File: config.mk
export PLATFORM = sky130hd
export DESIGN_NAME = if_fetch_stage
export DESIGN_NICKNAME = d
export VERILOG_FILES = /design/src/rtl/if_fetch_stage.sv
export SDC_FILE = /design/constraint.sdc
export NUM_CORES = 1
export LEC_CHECK = 0
export BUFFER_PORTS_ARGS = -buffer_cell sky130_fd_sc_hd__clkbuf_2
export CORE_MARGIN = 1.5
export CORE_UTILIZATION = 55
export CTS_CLUSTER_SIZE = 40
export DETAILED_ROUTE_END_ITERATION = 16
export PLACE_DENSITY = 0.8
export SLEW_MARGIN = 20
export SYNTH_ARGS = -nofsm -noshare
export SYNTH_HDL_FRONTEND = slang
export SYNTH_SLANG_ARGS = --single-unit
File: constraint.sdc
create_clock -name clk -period 2.4 [get_ports clk]
set_input_delay 0 -clock clk [delete_from_list [all_inputs] [get_ports clk]]
set_output_delay 0 -clock clk [all_outputs]
set_load 0.005 [all_outputs]
File: src/rtl/if_fetch_stage.sv
// Instruction-fetch stage: PC, multi-cycle imem request handshake and the IF/ID
// pipeline register, with saturating freeze/redirect counters.
module if_fetch_stage #(
    parameter int                ADDR_W   = 32,
    parameter logic [ADDR_W-1:0] RESET_PC = '0,
    parameter int                CNT_W    = 16
) (
    input  logic              clk,
    input  logic              rst,
    input  logic              hazard_detected,
    input  logic              branch_taken,
    input  logic [ADDR_W-1:0] branch_target,
    output logic              imem_req,
    output logic [ADDR_W-1:0] imem_addr,
    input  logic              imem_ready,
    input  logic [31:0]       imem_rdata,
    output logic [31:0]       if_id_instr,
    output logic [ADDR_W-1:0] if_id_pc,
    output logic              if_id_valid,
    output logic [CNT_W-1:0]  stall_count,
    output logic [CNT_W-1:0]  flush_count
);

    typedef enum logic [1:0] {IDLE, WAIT, HOLD} state_t;

    localparam logic [CNT_W-1:0] CNT_MAX = '1;

    state_t            state, state_nxt;
    logic [ADDR_W-1:0] pc, pc_nxt, req_addr, req_addr_nxt, pc_inc;
    logic              drop, drop_nxt;
    logic [31:0]       hold_instr, hold_nxt, acc_instr;
    logic              accept, freeze;

    assign pc_inc    = pc + ADDR_W'(4);
    assign freeze    = hazard_detected & ~branch_taken;
    assign imem_req  = (state == WAIT);
    assign imem_addr = req_addr;

    always_ff @(posedge clk or negedge rst) begin
        if (!rst) begin
            state      <= IDLE;
            pc         <= RESET_PC;
            req_addr   <= RESET_PC;
            drop       <= 1'b0;
            hold_instr <= '0;
        end else begin
            state      <= state_nxt;
            pc         <= pc_nxt;
            req_addr   <= req_addr_nxt;
            drop       <= drop_nxt;
            hold_instr <= hold_nxt;
        end
    end

    always_comb begin
        state_nxt    = state;
        pc_nxt       = pc;
        req_addr_nxt = req_addr;
        drop_nxt     = drop;
        hold_nxt     = hold_instr;
        accept       = 1'b0;
        acc_instr    = imem_rdata;
        case (state)
            IDLE: state_nxt = WAIT;
            WAIT: begin
                if (branch_taken) begin
                    pc_nxt = branch_target;
                    // A response still in flight must be swallowed when it lands.
                    if (imem_ready) begin
                        req_addr_nxt = branch_target;
                        drop_nxt     = 1'b0;
                    end else begin
                        drop_nxt     = 1'b1;
                    end
                end else if (imem_ready) begin
                    if (drop) begin
                        drop_nxt     = 1'b0;
                        req_addr_nxt = pc;
                    end else if (hazard_detected) begin
                        hold_nxt  = imem_rdata;
                        state_nxt = HOLD;
                    end else begin
                        accept = 1'b1;
                    end
                end
            end
            HOLD: begin
                if (branch_taken) begin
                    pc_nxt       = branch_target;
                    req_addr_nxt = branch_target;
                    state_nxt    = WAIT;
                end else if (!hazard_detected) begin
                    accept    = 1'b1;
                    acc_instr = hold_instr;
                    state_nxt = WAIT;
                end
            end
            default: state_nxt = IDLE;
        endcase
        if (accept) begin
            pc_nxt       = pc_inc;
            req_addr_nxt = pc_inc;
        end
    end

    always_ff @(posedge clk or negedge rst) begin
        if (!rst) begin
            if_id_instr <= '0;
            if_id_pc    <= '0;
            if_id_valid <= 1'b0;
        end else if (accept) begin
            if_id_instr <= acc_instr;
            if_id_pc    <= pc_inc;
            if_id_valid <= 1'b1;
        end else if (!freeze) begin
            if_id_instr <= '0;
            if_id_valid <= 1'b0;
        end
    end

    always_ff @(posedge clk or negedge rst) begin
        if (!rst) begin
            stall_count <= '0;
            flush_count <= '0;
        end else begin
            if (freeze && stall_count != CNT_MAX)
                stall_count <= stall_count + 1'b1;
            if (branch_taken && flush_count != CNT_MAX)
                flush_count <= flush_count + 1'b1;
        end
    end

endmodule

# Word-level counts from Yosys, hierarchy flattened
# Index checks and enable logic that the tools add are counted.
[totals]
in_bits = 69
out_inout_bits = 130
register_bits = 196
elab_cells = 74
[classes]
eq_ne = 13
n_reduce_logical = 13
n_mux = 32
addsub = 3
n_bitwise = 3
[op_table]
columns = ["cell", "n"]
rows = [
  ["2-to-1 mux 32 bit", 13],
  ["one-hot mux 32 bit (2 select lines)", 1],
  ["adder 16 x 1 -> 16 bit, second input constant", 2],
  ["adder 32 x 3 -> 32 bit, second input constant", 1],
  ["!= test 16 bit, second input constant", 2],
  ["2-to-1 mux 2 bit", 6],
  ["2-to-1 mux 1 bit", 10],
  ["!= test 2 bit, second input constant", 4],
  ["AND reduction 4 bit", 2],
  ["!= test 3 bit, second input constant", 2],
  ["one-hot mux 2 bit (3 select lines)", 1],
  ["nonzero test 2 bit", 3],
  ["AND reduction 5 bit", 1],
  ["!= test 4 x 2 -> 1 bit, second input constant", 1],
  ["AND reduction 2 bit", 2],
  ["!= test 3 x 1 -> 1 bit, second input constant", 1],
  ["nonzero test 3 bit", 1],
  ["equality test 2 x 1 -> 1 bit, second input constant", 1],
  ["equality test 2 bit, second input constant", 1],
  ["logical AND 1 bit", 2],
  ["zero test 2 bit", 1],
  ["!= test 2 x 1 -> 1 bit, second input constant", 1],
  ["inverter 1 bit", 2],
  ["one-hot mux 1 bit (2 select lines)", 1],
  ["2 further kinds", 2],
]

# Logic depth before layout (Yosys ltp)
[depth]
word_depth = 7
mapped_depth = 11
mapped_depth_nobuf = 7

# Worst setup path before layout
# Ideal clock, no wire load.
[synth_timing]
path_type = "reg2reg"
from = "register state[1]"
to = "register hold_instr[11]"
path_stages_with_launch = 9
setup_slack_ps = 326
period_less_slack_ps = 2074
arrival_ps = 1949
path_buffers = 3
setup_ps = 125
required_time_ps = 2275
cell_sequence = "dfrtp_1 -> inv_1 -> ha_1 -> and3b_1 -> buf_4 -> and2_1 -> clkbuf_1 -> buf_2 -> mux2_2"
[synth_between]
elab_chain_len = 2
[synth_lines]
columns = ["element", "line", "text"]
rows = [
  ["start: declaration", "28", "state_t state, state_nxt;"],
  ["start signal: assignment", "47", "state <= state_nxt;"],
  ["equality test 2 x 1 -> 1 bit", "n/a", ""],
  ["via imem_req", "13", "output logic imem_req,"],
  ["AND reduction 4 bit (no source line)", "n/a", ""],
  ["end signal: assignment", "51", "hold_instr <= hold_nxt;"],
  ["end: declaration", "31", "logic [31:0] hold_instr, hold_nxt, acc_instr;"],
]
# The timed path passes the listed nets, and every way through them passes these cells.
# A chain may end at the register's enable or synchronous reset.

# Worst setup path after layout
[layout_timing]
from = "register state[0]"
to = "register pc[16]"
[layout_between]
elab_chain_len = 4
elab_cells_between_ends = 8
classes_between = "2 x eq/ne; 2 x mux; 4 x reduce/logical"
[layout_lines]
columns = ["element", "line", "text"]
rows = [
  ["equality test 2 bit / equality test 2 x 1 -> 1 bit (equally long branches)", "63", "case (state)"],
  ["one-hot mux 1 bit (2 select lines) / OR reduction 2 bit (equally long branches)", "n/a", ""],
  ["nonzero test 2 bit (no source line)", "n/a", ""],
  ["AND reduction 2 bit (no source line)", "n/a", ""],
  ["end signal: assignment", "48", "pc <= pc_nxt;"],
  ["end: declaration", "29", "logic [ADDR_W-1:0] pc, pc_nxt, req_addr, req_addr_nxt, pc_inc;"],
]
# Parallel ways exist; a longest one is shown, timed or not.

==> flow_summary.yaml <==
status:
  status: "completed"
routing:
  dr_total_vias: 8311
  first_iter_violations: 598
  drtPass1Iterations: 5
  totalWireLength_um: 25350
  wl_met2_um: 12630
  wire_per_inst_um: 17.85
  wl_met1_um: 10410
  ant_nets: 0
  drc_errors: 0
  wl_met3_um: 1552
  via_per_inst: 5.853
  top_layer: "met4"
final_layout:
  antennaDiodeCount: 0
  drive_gt1_share_pct: 27.08
  multi_input_area_um2: 4300
  nFillCells: 1233
  final_util_pct: 72.30
  final_common_cell: "clkbuf_2"
  mostFrequentLayoutCells: "clkbuf_2, dfrtp_1, nand2_1, o21ai_0, dlygate4sd3_1"
  area_growth_syn_to_layout_pct: 27.37
  layout.nets: 1264
  regArea_um2: 4905
pwr:
  cellLeakagePower_nw: 5.677
  powerDensity_nw_per_um2: 1128
  vdd_drop_max_mv: 0.7170
worst_setup_path:
  slowest_stage: "dfrtp_1"
  cp.arrival_ns: 2.63
  path_delay_family: "simple AND/OR/NAND/NOR gates"
  critical_path_buf_inv_count: 3
  critPathKind: "flop to flop"
  crit_chain: "inv_1, ha_1, nor3b_2, o21ai_4, buf_12, buf_4, or3_1, nand3_1"
  required_ns: 2.76
  start_kind: "flop"
  critical_path.max_fanout: 34
  endpoint_kind: "flop"
  slowest_delay_ns: 0.41
logic_synthesis:
  synth_cell_types: 68
  synth_async_sr_flop_share_pct: 100.0
  synthFlopType: "dfrtp_1"
  synth_seq_cells: 196
  synthCells: 930
  synth_area_um2: 9513
  synth_top_cell_by_area: "dfrtp_1"
  synth_nets: 1007
  yosys-top-cells-area: "dfrtp_1, nand2_1, o21ai_0"
  yosysSeqAreaShare_pct: 51.56
  synth_warnings: 0
  synth_top_area_share_pct: 51.56
  avgSynthCellArea_um2: 10.23
  synth_edf_count: 0
clock_network:
  cts_sinks: 196
  postCtsSetupBuffers: 0
  clk_latency_ns: 0.43
  htree_num_levels: 4
  cts-root-buf: "clkbuf_16"
  cts_tree: "yes"
  clkTransAtPathRegs_ns: 0.07
  clock_path_buffers: 2
  numCtsBuffers: 17
grt:
  grt_use_total_pct: 28.97
  grt_pass1_vias: 8255
  grt-ovfl-total: 0
  grt_max_degree: 77
  grt_pass1_wl_um: 41580
  grt_antenna_before_repair: 0
timing:
  fin_setup_tns_ns: 0
  worstMarginPinSlew_ns: 0.6510
  fin_ws_ns: 0.1323
  slew_viol_final: 0
  holdWs_ns: 0.1327
  relSlewSlack_pct: 56.60
  rsz0062_at_grt: "false"
  period_share_pct: 94.49
  fin_crit_ns: 2.268
  max_freq_mhz: 441.0
  setup_viol: 0
  hold_viol: 0
  skew_ns: 0.01043
place:
  routabilityCongestion: 0.8648
  dpl.hpwl_um: 16800
  io_buffers: 198
  place_ws_ns: 0.05779
min_path:
  hold_class: "input port to flop"
die:
  die_w_um: 134.5
  io_pins: 199
  core_um2: 16760
  dieHeight_um: 134.5
  num_rows: 47
  start_util_pct: 56.76
  dieArea_um2: 18090
flow_run:
  cap_viol_max_count: 0
metrics by stage:
step                      std cells  cell area [um^2]  total power, W
after floorplan                 930              9513        0.008600
after global placement         1322             10850         0.01039
after detailed placement       1322             10850         0.01061
after CTS                      1420             12100         0.01364
after global routing           1420             12120         0.01453
final                          1420             12120         0.01367
synth_stat cells, types with 17 or more instances:
cell type and number:
a21oi_1 26, and3_1 19, buf_2 26, clkbuf_1 20
dfrtp_1 196, mux2_2 35, mux2i_1 40, nand2_1 154
nand3_1 33, nand4_1 17, nor2_1 42, o21ai_0 93
xnor2_1 26, xor2_1 27
where the power goes:
part / leakage [nW] / switching (W) / total, W / internal (W)
combinational: 2.91 / 0.00276 / 0.00516 / 0.00240
sequential: 2.48 / 0.00108 / 0.00562 / 0.00454
clock: 0.284 / 0.00133 / 0.00290 / 0.00157
total: 5.68 / 0.00517 / 0.0137 / 0.00851
worst paths after layout:
| check | from | to | slack [ns] | depth (start not counted) |
|---|---|---|---|---|
| min in group asynchronous | rst | flush_count[3] | 0.18 | 2 |
| hold / removal | branch_taken | drop | 0.13 | 3 |
| setup / recovery | state[0] | pc[16] | 0.13 | 8 |
| setup reg to reg | state[0] | pc[16] | 0.13 | 8 |
| max in group asynchronous | rst | imem_addr[30] | 1.46 | 3 |
| hold reg to reg | if_id_instr[15] | if_id_instr[15] | 0.48 | 2 |
metal layers:
metal | vias to the layer above | global-route usage, %
met4 | 0 | 12.25
met1 | 4096 | 37.67
met3 | 51 | 4.542
met2 | 343 | 48.52
li1 | 3821 | -
met5 | - | 0
kinds of logic (layout without fill, tap and decap cells):
group / count (synthesis) / in the layout / synth area share, %
compound gates: 205 / 205 / 13.98
xor+xnor: 53 / 53 / 4.880
mux: 76 / 76 / 8.470
fa+ha+maj: 8 / 8 / 1.052
flops: 196 / 196 / 51.56
buf+inv: 67 / 337 / 3.577
simple gates: 325 / 325 / 16.48
registers in the layout (all words and copies together), names as in the netlist, 2 cells and up:
register     count
pc              32
imem_addr       32
if_id_pc        32
hold_instr      32
state            2
stall_count     16
flush_count     16
if_id_instr     32
cell type report:
| class | instances | area share [%] |
|---|---|---|
| multi-input cells | 667 | 35.49 |
| clock inverters | 15 | 1.394 |
| inverters | 8 | 0.2478 |
| flip-flops and latches | 196 | 40.48 |
| clock buffers | 17 | 3.511 |
| repair buffers | 297 | 16.60 |
| well taps | 220 | 2.272 |
timing repair:
item	in CTS	in global routing
setup endpoints to repair	0	19
resized for setup	0	4
endpoints found under the hold margin	192	0
hold buffers	66	0
worst min-delay path: cells and delay by family:
kind	cells	cell delay, ns
AOI/OAI and AO/OA	2	0.25
buffers and inverters	1	0.27
No activity file was read; power rests on OpenSTA's default activity.
